## src/rtl/cpu_pkg.sv

```systemverilog
// Shared widths, ALU opcodes and register-match helper for the integer pipeline.
// Latency: n/a (declarations only).
// Backpressure: n/a.
package cpu_pkg;

    localparam int DATA_W  = 32;
    localparam int REG_AW  = 5;
    localparam int ALUOP_W = 4;

    // Architectural $0: reads as zero, never a forwarding source.
    localparam logic [REG_AW-1:0] REG_ZERO = '0;

    localparam logic [ALUOP_W-1:0] ALU_ADD = 4'd0;
    localparam logic [ALUOP_W-1:0] ALU_SUB = 4'd1;
    localparam logic [ALUOP_W-1:0] ALU_AND = 4'd2;
    localparam logic [ALUOP_W-1:0] ALU_OR  = 4'd3;
    localparam logic [ALUOP_W-1:0] ALU_XOR = 4'd4;
    localparam logic [ALUOP_W-1:0] ALU_SLT = 4'd5;
    localparam logic [ALUOP_W-1:0] ALU_SLL = 4'd6;
    localparam logic [ALUOP_W-1:0] ALU_SRL = 4'd7;

    // Registered ID/EX control bundle.
    typedef struct packed {
        logic               valid;
        logic               reg_write;
        logic               mem_read;
        logic [REG_AW-1:0]  rs;
        logic [REG_AW-1:0]  rt;
        logic [REG_AW-1:0]  rd;
        logic [ALUOP_W-1:0] alu_op;
        logic [DATA_W-1:0]  imm;
    } id_ex_ctl_t;

    // A writer matches a reader only if it writes, targets a real register, and the addresses agree.
    function automatic logic reg_match(input logic we,
                                       input logic [REG_AW-1:0] wr_addr,
                                       input logic [REG_AW-1:0] rd_addr);
        return we && (wr_addr != REG_ZERO) && (wr_addr == rd_addr);
    endfunction

endpackage

```

## src/rtl/fwd_mux.sv

```systemverilog
// Single-operand forwarding selector: youngest matching producer wins over the stored value.
// Latency: 0 cycles (pure combinational).
// Backpressure: none; loads in EX/MEM are never a source since their data is not ready.
module fwd_mux
    import cpu_pkg::*;
(
    input  logic [REG_AW-1:0] addr_i,
    input  logic [DATA_W-1:0] stored_i,
    input  logic              exmem_we_i,
    input  logic              exmem_is_load_i,
    input  logic [REG_AW-1:0] exmem_rd_i,
    input  logic [DATA_W-1:0] exmem_data_i,
    input  logic              memwb_we_i,
    input  logic [REG_AW-1:0] memwb_rd_i,
    input  logic [DATA_W-1:0] memwb_data_i,
    output logic [DATA_W-1:0] val_o
);

    // Priority select: EX/MEM (non-load), then MEM/WB, then the stored operand.
    always_comb begin
        val_o = stored_i;
        if (reg_match(exmem_we_i && !exmem_is_load_i, exmem_rd_i, addr_i)) begin
            val_o = exmem_data_i;
        end else if (reg_match(memwb_we_i, memwb_rd_i, addr_i)) begin
            val_o = memwb_data_i;
        end
    end

endmodule

```

## src/rtl/id_ex_stage.sv

```systemverilog
// ID/EX pipeline register with write-through capture bypass, EX-time forwarding and load-use detection.
// Latency: 1 cycle ID->EX for controls/operands; 0 cycles through the forwarding muxes.
// Backpressure: Stall freezes the register (operands still refreshed from MEM/WB); LoadUseHazard asks upstream to hold.
module id_ex_stage
    import cpu_pkg::*;
(
    input  logic               clk,
    input  logic               rst_n,
    input  logic               IdValid,
    input  logic [REG_AW-1:0]  IdRsAddr,
    input  logic [REG_AW-1:0]  IdRtAddr,
    input  logic               IdUsesRt,
    input  logic [REG_AW-1:0]  IdRdAddr,
    input  logic               IdRegWrite,
    input  logic               IdMemRead,
    input  logic [ALUOP_W-1:0] IdAluOp,
    input  logic [DATA_W-1:0]  IdImm,
    input  logic [DATA_W-1:0]  RsData,
    input  logic [DATA_W-1:0]  RtData,
    input  logic               Stall,
    input  logic               Flush,
    input  logic               ExMemRegWrite,
    input  logic               ExMemIsLoad,
    input  logic [REG_AW-1:0]  ExMemRd,
    input  logic [DATA_W-1:0]  ExMemResult,
    input  logic               MemWbRegWrite,
    input  logic [REG_AW-1:0]  MemWbRd,
    input  logic [DATA_W-1:0]  MemWbData,
    output logic               ExValid,
    output logic               ExRegWrite,
    output logic               ExMemRead,
    output logic [REG_AW-1:0]  ExRsAddr,
    output logic [REG_AW-1:0]  ExRtAddr,
    output logic [REG_AW-1:0]  ExRdAddr,
    output logic [ALUOP_W-1:0] ExAluOp,
    output logic [DATA_W-1:0]  ExImm,
    output logic [DATA_W-1:0]  ExOpA,
    output logic [DATA_W-1:0]  ExOpB,
    output logic               LoadUseHazard
);

    id_ex_ctl_t        ctl_q, ctl_d;
    logic [DATA_W-1:0] rs_val_q, rs_val_d;
    logic [DATA_W-1:0] rt_val_q, rt_val_d;

    // Operand candidates: fresh capture (write-through) and held value refreshed during a stall.
    logic [DATA_W-1:0] rs_cap, rt_cap, rs_hold, rt_hold;

    // The register file writes on the same edge we capture, so its read data is stale on a MEM/WB match.
    fwd_mux u_cap_rs (
        .addr_i(IdRsAddr), .stored_i(RsData),
        .exmem_we_i(1'b0), .exmem_is_load_i(1'b0), .exmem_rd_i(REG_ZERO), .exmem_data_i('0),
        .memwb_we_i(MemWbRegWrite), .memwb_rd_i(MemWbRd), .memwb_data_i(MemWbData),
        .val_o(rs_cap)
    );
    fwd_mux u_cap_rt (
        .addr_i(IdRtAddr), .stored_i(RtData),
        .exmem_we_i(1'b0), .exmem_is_load_i(1'b0), .exmem_rd_i(REG_ZERO), .exmem_data_i('0),
        .memwb_we_i(MemWbRegWrite), .memwb_rd_i(MemWbRd), .memwb_data_i(MemWbData),
        .val_o(rt_cap)
    );

    // A producer retiring while we are frozen would otherwise never reach the held operand.
    fwd_mux u_hold_rs (
        .addr_i(ctl_q.rs), .stored_i(rs_val_q),
        .exmem_we_i(1'b0), .exmem_is_load_i(1'b0), .exmem_rd_i(REG_ZERO), .exmem_data_i('0),
        .memwb_we_i(MemWbRegWrite), .memwb_rd_i(MemWbRd), .memwb_data_i(MemWbData),
        .val_o(rs_hold)
    );
    fwd_mux u_hold_rt (
        .addr_i(ctl_q.rt), .stored_i(rt_val_q),
        .exmem_we_i(1'b0), .exmem_is_load_i(1'b0), .exmem_rd_i(REG_ZERO), .exmem_data_i('0),
        .memwb_we_i(MemWbRegWrite), .memwb_rd_i(MemWbRd), .memwb_data_i(MemWbData),
        .val_o(rt_hold)
    );

    // EX-time operand forwarding from the two younger stages.
    fwd_mux u_ex_a (
        .addr_i(ctl_q.rs), .stored_i(rs_val_q),
        .exmem_we_i(ExMemRegWrite), .exmem_is_load_i(ExMemIsLoad), .exmem_rd_i(ExMemRd), .exmem_data_i(ExMemResult),
        .memwb_we_i(MemWbRegWrite), .memwb_rd_i(MemWbRd), .memwb_data_i(MemWbData),
        .val_o(ExOpA)
    );
    fwd_mux u_ex_b (
        .addr_i(ctl_q.rt), .stored_i(rt_val_q),
        .exmem_we_i(ExMemRegWrite), .exmem_is_load_i(ExMemIsLoad), .exmem_rd_i(ExMemRd), .exmem_data_i(ExMemResult),
        .memwb_we_i(MemWbRegWrite), .memwb_rd_i(MemWbRd), .memwb_data_i(MemWbData),
        .val_o(ExOpB)
    );

    // A load in EX cannot forward in time to a dependent instruction in ID; $0 never creates a dependency.
    assign LoadUseHazard = ctl_q.valid && ctl_q.mem_read && IdValid &&
                           (ctl_q.rd != REG_ZERO) &&
                           ((ctl_q.rd == IdRsAddr) || (IdUsesRt && (ctl_q.rd == IdRtAddr)));

    // Next-state select: flush > stall > load-use bubble > normal capture.
    always_comb begin
        ctl_d    = ctl_q;
        rs_val_d = rs_val_q;
        rt_val_d = rt_val_q;
        if (Flush) begin
            ctl_d.valid     = 1'b0;
            ctl_d.reg_write = 1'b0;
            ctl_d.mem_read  = 1'b0;
        end else if (Stall) begin
            rs_val_d = rs_hold;
            rt_val_d = rt_hold;
        end else if (LoadUseHazard) begin
            ctl_d.valid     = 1'b0;
            ctl_d.reg_write = 1'b0;
            ctl_d.mem_read  = 1'b0;
        end else begin
            ctl_d.valid     = IdValid;
            ctl_d.reg_write = IdRegWrite;
            ctl_d.mem_read  = IdMemRead;
            ctl_d.rs        = IdRsAddr;
            ctl_d.rt        = IdRtAddr;
            ctl_d.rd        = IdRdAddr;
            ctl_d.alu_op    = IdAluOp;
            ctl_d.imm       = IdImm;
            rs_val_d        = rs_cap;
            rt_val_d        = rt_cap;
        end
    end

    // Pipeline register; reset clears everything immediately.
    always_ff @(posedge clk or negedge rst_n) begin
        if (!rst_n) begin
            ctl_q    <= '0;
            rs_val_q <= '0;
            rt_val_q <= '0;
        end else begin
            ctl_q    <= ctl_d;
            rs_val_q <= rs_val_d;
            rt_val_q <= rt_val_d;
        end
    end

    assign ExValid    = ctl_q.valid;
    assign ExRegWrite = ctl_q.reg_write;
    assign ExMemRead  = ctl_q.mem_read;
    assign ExRsAddr   = ctl_q.rs;
    assign ExRtAddr   = ctl_q.rt;
    assign ExRdAddr   = ctl_q.rd;
    assign ExAluOp    = ctl_q.alu_op;
    assign ExImm      = ctl_q.imm;

endmodule

```

## config.mk

```make
export PLATFORM = sky130hd
export DESIGN_NAME = id_ex_stage
export DESIGN_NICKNAME = d
export VERILOG_FILES = /design/src/rtl/cpu_pkg.sv /design/src/rtl/fwd_mux.sv /design/src/rtl/id_ex_stage.sv
export SDC_FILE = /design/constraint.sdc
export NUM_CORES = 1
export LEC_CHECK = 0
export CAP_MARGIN = 20
export CORE_MARGIN = 3
export CORE_UTILIZATION = 42
export DETAILED_ROUTE_END_ITERATION = 7
export MAX_ROUTING_LAYER = met4
export PLACE_DENSITY = 0.9
export SLEW_MARGIN = 20
export SYNTH_ARGS = -nofsm -noshare
export SYNTH_HDL_FRONTEND = slang
export SYNTH_SLANG_ARGS = --single-unit
```

## constraint.sdc

```tcl
create_clock -name clk -period 3.4 [get_ports clk]
set_clock_uncertainty 0.2 [all_clocks]
set_input_delay 0.51 -clock clk [delete_from_list [all_inputs] [get_ports clk]]
set_output_delay 0.51 -clock clk [all_outputs]
set_load 0.1 [all_outputs]
```

==> results.py <==
metrics = {
    "route": {
        "antenna_left": 0,
        "drcViolationCount": 0,
        "via_count": 7402,
        "wirelength_um": 28740,
        "viasPerCell": 5.796,
        "wl_per_cell_um": 22.51,
        "dr.pass1.iters": 5,
        "drt_iter0_drc": 685,
    },
    "global_route": {
        "grt_pass1_vias": 8065,
        "grt_max_degree": 57,
        "grt_pass1_wl_um": 43560,
        "track_usage_pct": 32.16,
        "antenna_found_initial": 1,
        "overflow": 0,
    },
    "die": {
        "fp-row-count": 45,
        "core_mm2": 0.01548,
        "dieArea_mm2": 0.01766,
        "die_x_um": 132.9,
        "die_h_um": 132.9,
        "ios": 319,
        "start_util_pct": 43.68,
    },
    "power_and_ir_drop": {
        "power.density_mw_per_mm2": 587.5,
        "power_w": 0.007416,
        "peakVddDrop_uv": 503.7,
        "leakage_nw": 4.913,
    },
    "critical_path": {
        "rr_worst_depth": 7,
        "path_depth": 10,
        "worst_r2r_startpoint": "ExRdAddr[1]",
        "cpMostUsedCell": "buf_4",
        "cp.required_ns": 2.69,
        "reg2reg_slack_ns": 0.55,
        "critPathSlowestCell": "or4_4",
        "cpLargestDelayFamily": "buffers and inverters",
        "cpPeakStageDelay_ns": 0.53,
        "timing.critical_path.buf_inv": 6,
        "start_kind": "primary input",
        "reg2reg_to": "rs_val_q[18]",
        "cp-end-kind": "primary output",
        "crit_arrival_ns": 2.62,
        "cp_cell_sequence": "clkdlybuf4s50_1 -> or4_4 -> o21ai_1 -> buf_4 -> nor4_4 -> buf_6 -> clkbuf_16 -> buf_4 -> o21ai_4 -> buf_12",
        "crit_fanout": 13,
        "crit_type": "primary input to primary output",
    },
    "clock_network": {
        "cts_num_sinks": 118,
        "clock_path_buffers": 2,
        "clockRootBuffer": "clkbuf_16",
        "cts_buffers": 17,
        "cts_tree": "yes",
        "clkTransAtPathRegs_ns": 0.05,
        "clk_latency_ns": 0.41,
        "htree_levels": 4,
    },
    "synth": {
        "synthFlopType": "dfrtp_1",
        "synth.avg_cell_area_um2": 9.634,
        "synth_cells": 702,
        "ys_types": 34,
        "ys_top_cells_by_area": "dfrtp_1, mux2i_1, mux2_1",
        "netlist_area_mm2": 0.006763,
        "ys_async_sr_fraction_pct": 100.0,
        "syn-num-nets": 902,
        "yosys_warnings": 0,
        "yosysSeqAreaShare_pct": 43.66,
        "synth_seq_cells": 118,
        "yosysTopAreaCell": "dfrtp_1",
        "synth_top_cell_area_share_pct": 43.66,
        "synth_edf_count": 0,
    },
    "layout": {
        "drive_above_1_share_pct": 29.58,
        "area_growth_pct": 86.66,
        "nets": 1252,
    },
    "worst_hold_path": {
        "hold_path.class": "flop to flop",
        "min_from": "ExImm[8]",
        "hold_depth": 1,
        "worst_hold_path.endpoint": "ExImm[8]",
    },
    "sta": {
        "tightestPinTransition_ns": 0.9632,
        "slew_headroom_pct": 35.59,
        "slew_viol_final": 0,
        "max_freq_ghz": 0.2999,
        "finalHoldViolations": 0,
        "period_share_pct": 98.06,
        "period_minus_slack_ns": 3.334,
        "finalSetupViolCount": 0,
        "setup_tns_ns": 0,
    },
    "placement": {
        "hpwlAfterDp_um": 20860,
        "io_buffers": 318,
        "gp_congestion": 0.9144,
    },
    "job": {
        "drv_cap": 0,
    },
    "outcome": {
        "run_status": "completed",
    },
}
-- registers in the layout, summed over array words and instances (netlist names), 4 cells and up --
signal    flops
ExAluOp       4
ExImm        32
ExRdAddr      5
ExRsAddr      5
ExRtAddr      5
rs_val_q     32
rt_val_q     32
-- repair_timing --
item                                    in CTS  in global routing
cloned                                       1                  3
pin swaps                                    5                  1
endpoints found under the setup margin      39                 28
endpoints found under the hold margin       48                  0
hold buffers                                 1                  0
buffers inserted                             3                  2
resized for setup                           14                 11
-- area by class of cell --
cell class,instances,area (um2)
diodes,1,2.502
clock buffers,20,446.7
clock inverters,12,225.2
fillers,864,2860
inverters,2,7.507
multi-input cells,524,4287
flip-flops and latches,118,2965
well taps,211,264.0
repair buffers,389,4425
-- routing by layer --
| layer | track usage [%] | up-vias | wire (um) |
|---|---|---|---|
| li1 | - | 3264 | - |
| met1 | 37.02 | 3584 | 10550 |
| met2 | 53.84 | 451 | 14670 |
| met3 | 5.970 | 103 | 2242 |
| met4 | 15.99 | 0 | 1291 |
| met5 | - | - | 0 |
-- cell usage in the layout, fill, tap and decap left out, types with 2 or more instances in the layout --
cell and n:
xor2_1 22, mux2_1 52, or4_4 2, a21oi_4 2, clkinvlp_4 3, or4_1 3
nor2_1 35, dfrtp_2 10, clkbuf_16 19, mux2i_1 57, dfrtp_1 108, a22oi_1 31
a21oi_1 32, nor4_1 4, buf_4 108, o21ai_4 48, clkdlybuf4s50_1 194, bufinv_16 6
xnor2_1 18, clkbuf_1 2, nand3_1 5, mux2i_2 8, o32ai_1 31, inv_1 2
buf_12 75, o21ai_1 32, a22o_1 3, dlygate4sd2_1 5, buf_6 2, nand2_1 102
clkinv_4 2, nor4_4 3, o21ai_2 18
-- Yosys cell counts, types with 18 or more instances --
cell type,count
o21ai_1,93
dfrtp_1,118
mux2_1,52
o32ai_1,31
buf_2,27
a22oi_1,31
xnor2_1,18
clkbuf_1,31
a21oi_1,34
nand2_1,102
mux2i_1,65
xor2_1,22
nor2_1,37
-- worst reg2reg max path: cells and delay by family, from the launching register on --
kind	cells	cell delay [ns]
compound gates	3	0.89
simple gates	3	0.96
flops	1	0.45
buf+inv	1	0.28
-- through the flow --
stage / utilization, % / instances / setup slack, ns / cell area [um2] / hold slack [ns]
after floorplan: - / 702 / -0.1678 / 7403 / 0.01441
after global placement: 76.02 / 1234 / -0.002579 / 11770 / 0.2486
after detailed placement: 76.02 / 1234 / -0.05688 / 11770 / 0.2649
after CTS: 80.95 / 1271 / 0.01695 / 12530 / 0.2759
after global routing: 81.53 / 1277 / -0.01705 / 12620 / 0.3093
final: 81.53 / 1277 / 0.06597 / 12620 / 0.2849
-- kinds of logic (layout without fill, tap and decap cells) --
group                     Yosys count  after routing  share of synthesized area (%)
AOI/OAI and AO/OA                 205            205                          18.96
and+or+nand+nor                   162            162                          10.08
DFF                               118            118                          43.66
muxes                             117            117                          18.28
buffers and inverters              60            423                          3.830
xor gates and xnor gates           40             40                          5.180
other                               0              1                              0
-- power by group --
part | switching, W | total, W | internal, W | leakage (nW)
sequential | 0.000158 | 0.00177 | 0.00161 | 1.38
clock | 0.000649 | 0.00204 | 0.00139 | 0.316
combinational | 0.00238 | 0.00360 | 0.00122 | 3.22
total | 0.00319 | 0.00742 | 0.00423 | 4.91
-- how the worst max path moves through the flow --
stage / start / to / slack [ns]
after floorplan: MemWbRd[1] / ExOpA[18] / -0.17
after global placement: MemWbRd[1] / ExOpA[17] / -0.003
after detailed placement: MemWbRd[1] / ExOpB[28] / -0.06
after CTS: ExMemRd[2] / ExOpB[14] / 0.02
after global routing: ExMemRd[4] / ExOpB[27] / -0.02
final: ExMemRd[1] / ExOpA[10] / 0.07
Power figures use the tool's default switching activity.
